--- config.mk ---
export PLATFORM = sky130hd
export DESIGN_NAME = alpha_col_packer
export DESIGN_NICKNAME = d
export VERILOG_FILES = /design/src/rtl/alpha_col_packer.sv
export SDC_FILE = /design/constraint.sdc
export NUM_CORES = 2
export LEC_CHECK = 0
export ABC_AREA = 1
export BUFFER_PORTS_ARGS = -buffer_cell sky130_fd_sc_hd__buf_2
export CAP_MARGIN = 5
export CORE_AREA = 2 2 377 379
export DETAILED_ROUTE_END_ITERATION = 12
export DIE_AREA = 0 0 379 381
export PLACE_DENSITY = 0.73
export SYNTH_ARGS = -nofsm -noshare
export SYNTH_HDL_FRONTEND = slang
export SYNTH_SLANG_ARGS = --single-unit
export TNS_END_PERCENT = 100
--- constraint.sdc ---
create_clock -name clk -period 2.2 [get_ports clk]
set_clock_uncertainty 0.05 [all_clocks]
set_input_delay 0 -clock clk [delete_from_list [all_inputs] [get_ports clk]]
set_output_delay 0 -clock clk [all_outputs]
set_load 0.01 [all_outputs]
--- src/rtl/alpha_col_packer.sv ---
// alpha_col_packer: packs a scalar stream of doubles into J-element columns, with tlast on column I-1 of each frame.
// Optional feature macro ZERO_PAD_EN: an early s_tlast zero-fills and emits the partial column instead of dropping it.
module alpha_col_packer #(
   parameter int J   = 14,
   parameter int I   = 7,
   parameter int GAP = 0
) (
   input  logic                 clk,
   input  logic                 rst_n,
   input  logic [63:0]          s_tdata,
   input  logic                 s_tvalid,
   output logic                 s_tready,
   input  logic                 s_tlast,
   output logic [J*64-1:0]      alpha_u_col,
   output logic                 alpha_u_col_tvalid,
   output logic                 alpha_u_col_tlast,
   output logic                 frame_err,
   output logic [$clog2(I)-1:0] col_cnt
);

   localparam int EW = (J > 1) ? $clog2(J) : 1;
   localparam int CW = $clog2(I);
   localparam logic [EW-1:0] E_LAST   = EW'(J - 1);
   localparam logic [CW-1:0] C_LAST   = CW'(I - 1);
   localparam logic [3:0]    GAP_LOAD = 4'((GAP > 0) ? GAP - 1 : 0);
   localparam bit            GAP_EN   = (GAP > 0);

   typedef enum logic [0:0] {ST_FILL = 1'b0, ST_GAP = 1'b1} state_t;

   state_t          state_r, state_nx_s;
   logic [3:0]      gap_cnt_r;
   logic            ready_r, ready_nx_s;
   logic [EW-1:0]   e_r;
   logic [CW-1:0]   col_r;
   logic [J*64-1:0] buf_r, buf_nx_s, col_out_r;
   logic            tvalid_r, tlast_r, ferr_r;
   logic            accept_s, last_e_s, last_c_s, frame_end_s, early_s, emit_s, ferr_nx_s;

   // Beat classification: completed column, early tlast, or frame end without tlast
   always_comb begin
      accept_s    = s_tvalid & ready_r;
      last_e_s    = (e_r == E_LAST);
      last_c_s    = (col_r == C_LAST);
      frame_end_s = last_e_s & last_c_s;
      early_s     = accept_s & s_tlast & ~frame_end_s;
`ifdef ZERO_PAD_EN
      emit_s      = accept_s & (last_e_s | s_tlast);
`else
      emit_s      = accept_s & last_e_s & ~early_s;
`endif
      ferr_nx_s   = (accept_s & frame_end_s & ~s_tlast) | early_s;
   end

   // Shift buffer next value: write slot e, optionally zero the slots above it on early tlast
   always_comb begin
      buf_nx_s = buf_r;
      for (int k = 0; k < J; k++) begin
         if (accept_s && (EW'(k) == e_r)) begin
            buf_nx_s[(J-k)*64-1 -: 64] = s_tdata;
`ifdef ZERO_PAD_EN
         end else if (accept_s && s_tlast && (EW'(k) > e_r)) begin
            buf_nx_s[(J-k)*64-1 -: 64] = 64'd0;
`endif
         end else begin
            buf_nx_s[(J-k)*64-1 -: 64] = buf_r[(J-k)*64-1 -: 64];
         end
      end
   end

   // State register and gap countdown
   always_ff @(posedge clk or negedge rst_n) begin
      if (!rst_n) begin
         state_r   <= ST_FILL;
         gap_cnt_r <= 4'd0;
         ready_r   <= 1'b0;
      end else begin
         state_r <= state_nx_s;
         ready_r <= ready_nx_s;
         if (state_r == ST_FILL) begin
            gap_cnt_r <= GAP_LOAD;
         end else if (gap_cnt_r != 4'd0) begin
            gap_cnt_r <= gap_cnt_r - 4'd1;
         end else begin
            gap_cnt_r <= gap_cnt_r;
         end
      end
   end

   // Next-state logic
   always_comb begin
      state_nx_s = state_r;
      case (state_r)
         ST_FILL: begin
            if (emit_s && GAP_EN) state_nx_s = ST_GAP;
            else                  state_nx_s = ST_FILL;
         end
         ST_GAP: begin
            if (gap_cnt_r == 4'd0) state_nx_s = ST_FILL;
            else                   state_nx_s = ST_GAP;
         end
         default: state_nx_s = ST_FILL;
      endcase
   end

   // Output decode: ready is registered from the next state
   always_comb begin
      ready_nx_s = 1'b0;
      case (state_nx_s)
         ST_FILL: ready_nx_s = 1'b1;
         ST_GAP:  ready_nx_s = 1'b0;
         default: ready_nx_s = 1'b0;
      endcase
   end

   // Datapath: counters, shift buffer and the column output register
   always_ff @(posedge clk or negedge rst_n) begin
      if (!rst_n) begin
         e_r       <= '0;
         col_r     <= '0;
         buf_r     <= '0;
         col_out_r <= '0;
         tvalid_r  <= 1'b0;
         tlast_r   <= 1'b0;
         ferr_r    <= 1'b0;
      end else begin
         tvalid_r <= emit_s;
         tlast_r  <= emit_s & (last_c_s | early_s);
         ferr_r   <= ferr_nx_s;
         if (emit_s) col_out_r <= buf_nx_s;
         if (emit_s || early_s)  buf_r <= '0;
         else if (accept_s)      buf_r <= buf_nx_s;
         if (early_s) begin
            e_r   <= '0;
            col_r <= '0;
         end else if (accept_s) begin
            if (last_e_s) begin
               e_r   <= '0;
               col_r <= last_c_s ? '0 : col_r + CW'(1);
            end else begin
               e_r <= e_r + EW'(1);
            end
         end
      end
   end

   assign s_tready           = ready_r;
   assign alpha_u_col        = col_out_r;
   assign alpha_u_col_tvalid = tvalid_r;
   assign alpha_u_col_tlast  = tlast_r;
   assign frame_err          = ferr_r;
   assign col_cnt            = col_r;

endmodule

# Word-level counts from Yosys, hierarchy flattened
# Cells that the tools add are included.
word_totals:
  in_bits: 68
  ff_bits: 1808
  word_cells: 95
  output_inout_bits: 903
classes:
  add_sub_neg: 3
  bitwise: 16
  reduce_logical: 22
  eq_ne: 16
  muxes: 28
ops:
  columns: ["operator", "n"]
  rows:
  - ["896-bit two-way mux", 2]
  - ["64-bit two-way mux", 14]
  - ["4-bit equality test, first input constant", 6]
  - ["4-bit two-way mux", 5]
  - ["3-bit by 4-bit equality test with 1-bit output, first input constant", 4]
  - ["1-bit logical AND", 14]
  - ["3-bit two-way mux", 4]
  - ["1-bit AND", 9]
  - ["2-bit by 4-bit equality test with 1-bit output, first input constant", 2]
  - ["4-bit logical NOT", 2]
  - ["2-bit nonzero test", 3]
  - ["1-bit NOT", 5]
  - ["4-bit by 1-bit adder with 4-bit output, second input constant", 1]
  - ["1-bit by 4-bit equality test with 1-bit output, first input constant", 1]
  - ["4-bit equality test, second input constant", 1]
  - ["1-bit case mux with 2 select lines", 2]
  - ["4-bit nonzero test", 1]
  - ["4-bit by 1-bit subtractor with 4-bit output, second input constant", 1]
  - ["3-bit by 1-bit adder with 3-bit output, second input constant", 1]
  - ["3-bit equality test, second input constant", 1]
  - ["2-bit by 1-bit inequality test with 1-bit output, second input constant", 1]
  - ["1-bit bitwise OR", 2]
  - ["2-bit AND reduction", 1]
  - ["1-bit logical OR", 1]
  - ["1-bit two-way mux", 1]

# Longest topological paths before layout
logic_depth:
  word_depth: 8
  ltp_mapped: 11
  mapped_depth_nobuf: 8

# Worst setup path after synthesis
# OpenSTA, ideal clock, no wires.
synth_timing:
  path_type: "register to register"
  start: "reg ready_r (netlist: s_tready)"
  end: "reg col_out_r[886] (netlist: alpha_u_col[886])"
  required_time_ps: 2033
  period_less_slack_ps: 1770
  n_path_buf: 3
  stages_incl_launch_ff: 11
  setup_slack_ps: 430
  t_arrival_ps: 1603
  setup_ps: 117
  path_cell_list: "dfrtp_1 -> nand2_1 -> nor2_4 -> nand2_2 -> inv_1 -> nand2_1 -> buf_2 -> buf_4 -> buf_2 -> nand2_1 -> nand2_1"
synth_via:
  elab_chain_len: 5
  elab_cells_between_ends: 8
  cone_classes: "1 x mux; 6 x bitwise; 1 x reduce/logical"
synth_lines:
  columns: ["item", "line_no", "rtl"]
  rows:
  - ["start, declared", "32", "logic ready_r, ready_nx_s;"]
  - ["start signal, assigned", "78", "ready_r <= ready_nx_s;"]
  - ["1-bit AND (*)", "41", "accept_s = s_tvalid & ready_r;"]
  - ["1-bit AND (2 in a row)", "45", "early_s = accept_s & s_tlast & ~frame_end_s;"]
  - ["1-bit NOT", "49", "emit_s = accept_s & last_e_s & ~early_s;"]
  - ["1-bit AND", "49", null]
  - ["end signal, assigned", "129", "if (emit_s) col_out_r <= buf_nx_s;"]
  - ["end, declared", "35", "logic [J*64-1:0] buf_r, buf_nx_s, col_out_r;"]
# Mark *: on every way between the ends. The rest lies on a longest branch, timed or not.
# A chain may end at the register's enable or synchronous reset.

# Worst setup path in the final report
layout_timing:
  start: "reg e_r[0]"
  end: "reg col_out_r[410] (netlist: alpha_u_col[410])"
layout_via:
  elab_chain_len: 6
  elab_cells_between_ends: 10
  cone_classes: "2 x eq/ne; 1 x mux; 6 x bitwise; 1 x reduce/logical"
layout_lines:
  columns: ["item", "line_no", "rtl"]
  rows:
  - ["start, declared", "33", "logic [EW-1:0] e_r;"]
  - ["start signal, assigned", "140", "e_r <= e_r + EW'(1);"]
  - ["4-bit equality test", "42", "last_e_s = (e_r == E_LAST);"]
  - ["1-bit AND", "44", "frame_end_s = last_e_s & last_c_s;"]
  - ["1-bit NOT", "45", null]
  - ["1-bit AND", "45", null]
  - ["1-bit NOT", "49", null]
  - ["1-bit AND", "49", null]
# Several ways; a longest one is shown, not always the timed one.

==> metrics.log <==
INFO  metric die_width = 379 um
INFO  metric via_count = approximately 67000
INFO  metric clock_tree.htree_level_count = 4
INFO  metric clk_pin_slew_worst_paths = 0.06 ns
INFO  metric row_count = 138
INFO  metric critical-path-max-stage-delay = 0.42 ns
INFO  metric timing.final.crit_share = 0.977
INFO  metric route.final.wire_length = 280 mm
INFO  metric timing.max_slew.rel_slack = 0.296
INFO  metric worst-path-stages = 9
INFO  metric finalNetCount = 9429
INFO  metric fillCellCount = 11800
INFO  metric worst_ep_required_time = around 2.8 ns
INFO  metric die_span_in_y = 381 um
INFO  metric post-route-min-period = 2.15 ns
INFO  metric seq_area_frac_synth = 0.606
INFO  metric critical_path.startpoint = e_r[0]$_DFFE_PN0P_
INFO  metric synth_area = 72000 um^2
INFO  metric synthesis.instances = 8498
INFO  metric global_route.usage.met3 = 0.0971
INFO  metric path_class = flip-flop to flip-flop
INFO  metric dp.final_hpwl = 177 mm
INFO  metric max_cap_violations = 0
INFO  metric outcome = complete, no violations
INFO  metric initial_core_util = 0.512
INFO  metric critPathTopFamily = simple AND/OR/NAND/NOR gates
INFO  metric power.density_cell_area = 819 nW/um^2
INFO  metric drive_gt1_frac = 0.164
INFO  metric worst_slew_pin_slew = 1.06 ns
INFO  metric top_usage_layer = met2
INFO  metric holdWs = 0.0578 ns
INFO  metric endpoint = alpha_u_col[410]$_DFFE_PN0P_
INFO  metric regToRegSetupSlack = 0.05 ns
INFO  metric tritoncts.num_buffers = roughly 170
INFO  metric worst-r2r-cell-count = 9
INFO  metric drc_violations_left = 0
INFO  metric clkSinkCount = roughly 1700
INFO  metric first_iter_violations = 9031
INFO  metric routed_via_density = just under 6
INFO  metric avgSynthCellArea = approximately 8.5 um^2
INFO  metric count_of_port_buffers_added_during_placement = 970
INFO  metric cts.root.buffer_cell = clkbuf_16
INFO  metric post_synth_num_cell_types = 25
INFO  metric ctsLongestPathBuffers = 3
INFO  metric postCtsSetupBuffers = 0
INFO  metric final_hold_viol_count = 0
INFO  metric crit_fanout = a little over 70
INFO  metric syn2layout_area_growth = 20.7%
INFO  metric synthDominantAreaCellType = dfrtp_1
INFO  metric finalMaxSlewViolations = 0
INFO  metric timing.critical_path.from_type = flip-flop
INFO  metric hp-class = input port to asynchronous set/reset pin
INFO  metric overflow = 0
INFO  metric drt.antenna.violating_nets = 0
INFO  metric wire_length_of_the_first_global_routing_pass = 406 mm
INFO  metric p_leak = 50.8 nW
INFO  metric tritoncts = built
INFO  metric antenna_found_initial = 22
INFO  metric setup_viol_count_final = 0
INFO  metric floorplan.core_area = 141000 um^2
INFO  metric grtUsageMet1 = 0.507
INFO  metric grt_start_max_net_pins = about 110
INFO  metric critical_path.n_buffers_inverters = 3
INFO  metric synth_nets = 8568
INFO  metric critPathSlowestCell = dfrtp_1
INFO  metric finalWeightedCongestion = 0.902
INFO  metric grt_use_met2 = 0.540
INFO  metric cp-end-kind = flip-flop
INFO  metric drt_first_pass_iters = 6
INFO  metric worst_path_arrival_time = 2.79 ns
INFO  metric timing.rr.end = alpha_u_col[410]$_DFFE_PN0P_
INFO  metric highest_clock_frequency_the_design_can_meet = 0.465 GHz
INFO  metric max-vdd-ir-drop = 0.687 mV
INFO  metric synth_warnings = 0
INFO  metric cp_common_cell = nand2_1
INFO  metric ff_latch_area = approximately 44000 um^2
INFO  metric design.die.area = 144000 um^2
INFO  metric path_cells = nand2_1, nor2_4, nand2_2, inv_2, nand2_4, buf_12, buf_16, nand2_1, nand2_1
INFO  metric most_area_consuming_cells_after_synthesis = dfrtp_1 (61%), nand2_1 (22%), a21oi_1 (5.4%)
INFO  metric worst_skew_pair.late_latency = 0.81 ns
INFO  metric route.detailed.wl_per_inst = roughly 25 um
INFO  metric rsz0062_at_grt = yes
INFO  metric setup-tns-final = 0 ns
INFO  metric netlist.area_leader.share = 0.606
INFO  metric critical_path.reg2reg.startpoint = e_r[0]$_DFFE_PN0P_
INFO  metric multi_input_area = 25400 um^2
INFO  metric synth-seq-cells = 1744
INFO  metric vias_in_the_first_global_route = 62500
INFO  metric design.portCount = 971
INFO  metric grtUsageTotal = 0.380
cell families (layout without fill, tap and decap cells):
kind of cell / count (synthesis) / after routing / share of synthesized area
AND/OR/NAND/NOR: 5176 / 5176 / 0.291
adder cells (fa/ha/maj): 2 / 2 / 0.000347
XOR/XNOR: 2 / 2 / 0.000243
other: 0 / 11 / 0
buffers and inverters: 730 / 1718 / 0.0434
flip-flops: 1744 / 1744 / 0.606
AO/OA/AOI/OAI: 844 / 844 / 0.0587
sequential cells by signal, summed over array words and instances (netlist names), 3 cells and up:
signal       flops
alpha_u_col    896
buf_r          832
col_cnt          3
e_r              4
gap_cnt_r        4
where the power goes:
part | internal [mW] | switching, mW
clock | 16.9 | 12.9
sequential | 33.3 | 0.467
combinational | 2.01 | 5.64
total | 52.2 | 19.0
cells in the mapped netlist, drive strengths merged:
master / instances
inv: 83
clkbuf: 320
xnor2: 1
buf: 325
o22ai: 1
o21ai: 72
xor2: 1
nor2: 14
and2: 1
nor2b: 64
dfrtp: 1744
nand4: 257
ha: 2
clkinv: 2
nor3b: 2
nand3: 587
a21oi: 771
nand2: 4251
cell type report:
class,instances,share of cell area
inverter,85,0.00396
sequential,1744,0.502
clock buffer,256,0.0588
tap,1890,0.0272
timing repair buffer,1330,0.109
clock inverter,47,0.00606
antenna,11,0.000317
multi-input combinational,6024,0.293
cell usage in the layout (no fill, tap or decap), types with 7 or more instances in the layout:
master and n:
a21oi_1 770, buf_12 110, buf_16 14, buf_2 969, buf_4 160, bufinv_16 7, clkbuf_1 43, clkbuf_16 184
clkbuf_8 34, clkinv_2 26, dfrtp_1 1743, diode_2 11, dlygate4sd3_1 68, inv_1 78, nand2_1 4238, nand2_2 9
nand3_1 582, nand4_1 257, nor2_1 7, nor2b_1 64, o21ai_0 72
worst min-delay path by stage:
stage | start | slack, ns | cells past startpoint | endpoint
detailed placement | rst_n | -0.05 | 1 | alpha_u_col[82]$_DFFE_PN0P_
finish | rst_n | 0.06 | 3 | alpha_u_col[82]$_DFFE_PN0P_
floorplan | rst_n | -0.35 | 0 | alpha_u_col[0]$_DFFE_PN0P_
global route | rst_n | 0.05 | 3 | alpha_u_col[79]$_DFFE_PN0P_
CTS | rst_n | 0.005 | 3 | alpha_u_col[82]$_DFFE_PN0P_
global placement | rst_n | -0.05 | 1 | alpha_u_col[82]$_DFFE_PN0P_
repair_timing:
item / 4_1_cts / 5_1_grt
gates resized for setup: 1 / 23
gates cloned: 0 / 5
endpoints found under the hold margin: 3235 / 0
hold buffers: 69 / 0
endpoints found under the setup margin: 44 / 96
tightest hold or removal path, stage by stage:
cell and delay [ns]:
dlygate4sd3_1 0.59, buf_12 0.38, buf_12 0.30
layer usage:
| metal | vias to the layer above | part of all wire |
|---|---|---|
| met5 | - | 0.00020 |
| met4 | 8 | 0.083 |
| met3 | 997 | 0.12 |
| met2 | 4471 | 0.43 |
| met1 | 32400 | 0.37 |
| li1 | 28800 | - |
per-stage QoR:
step / setup slack [ns] / utilization / instances / total power, mW / instance area [um^2]
finish: 0.0508 / 0.619 / 11400 / 71.2 / 86900
global route: -0.0207 / 0.618 / 11400 / 73.3 / 86900
detailed placement: 0.00322 / 0.571 / 11000 / 41.7 / 80300
global placement: 0.0828 / 0.571 / 11000 / 41.5 / 80300
CTS: 0.0204 / 0.616 / 11400 / 71.2 / 86600
floorplan: 0.430 / - / 8498 / 37.9 / 72000
Note: power is estimated with default switching activity, not from simulation.
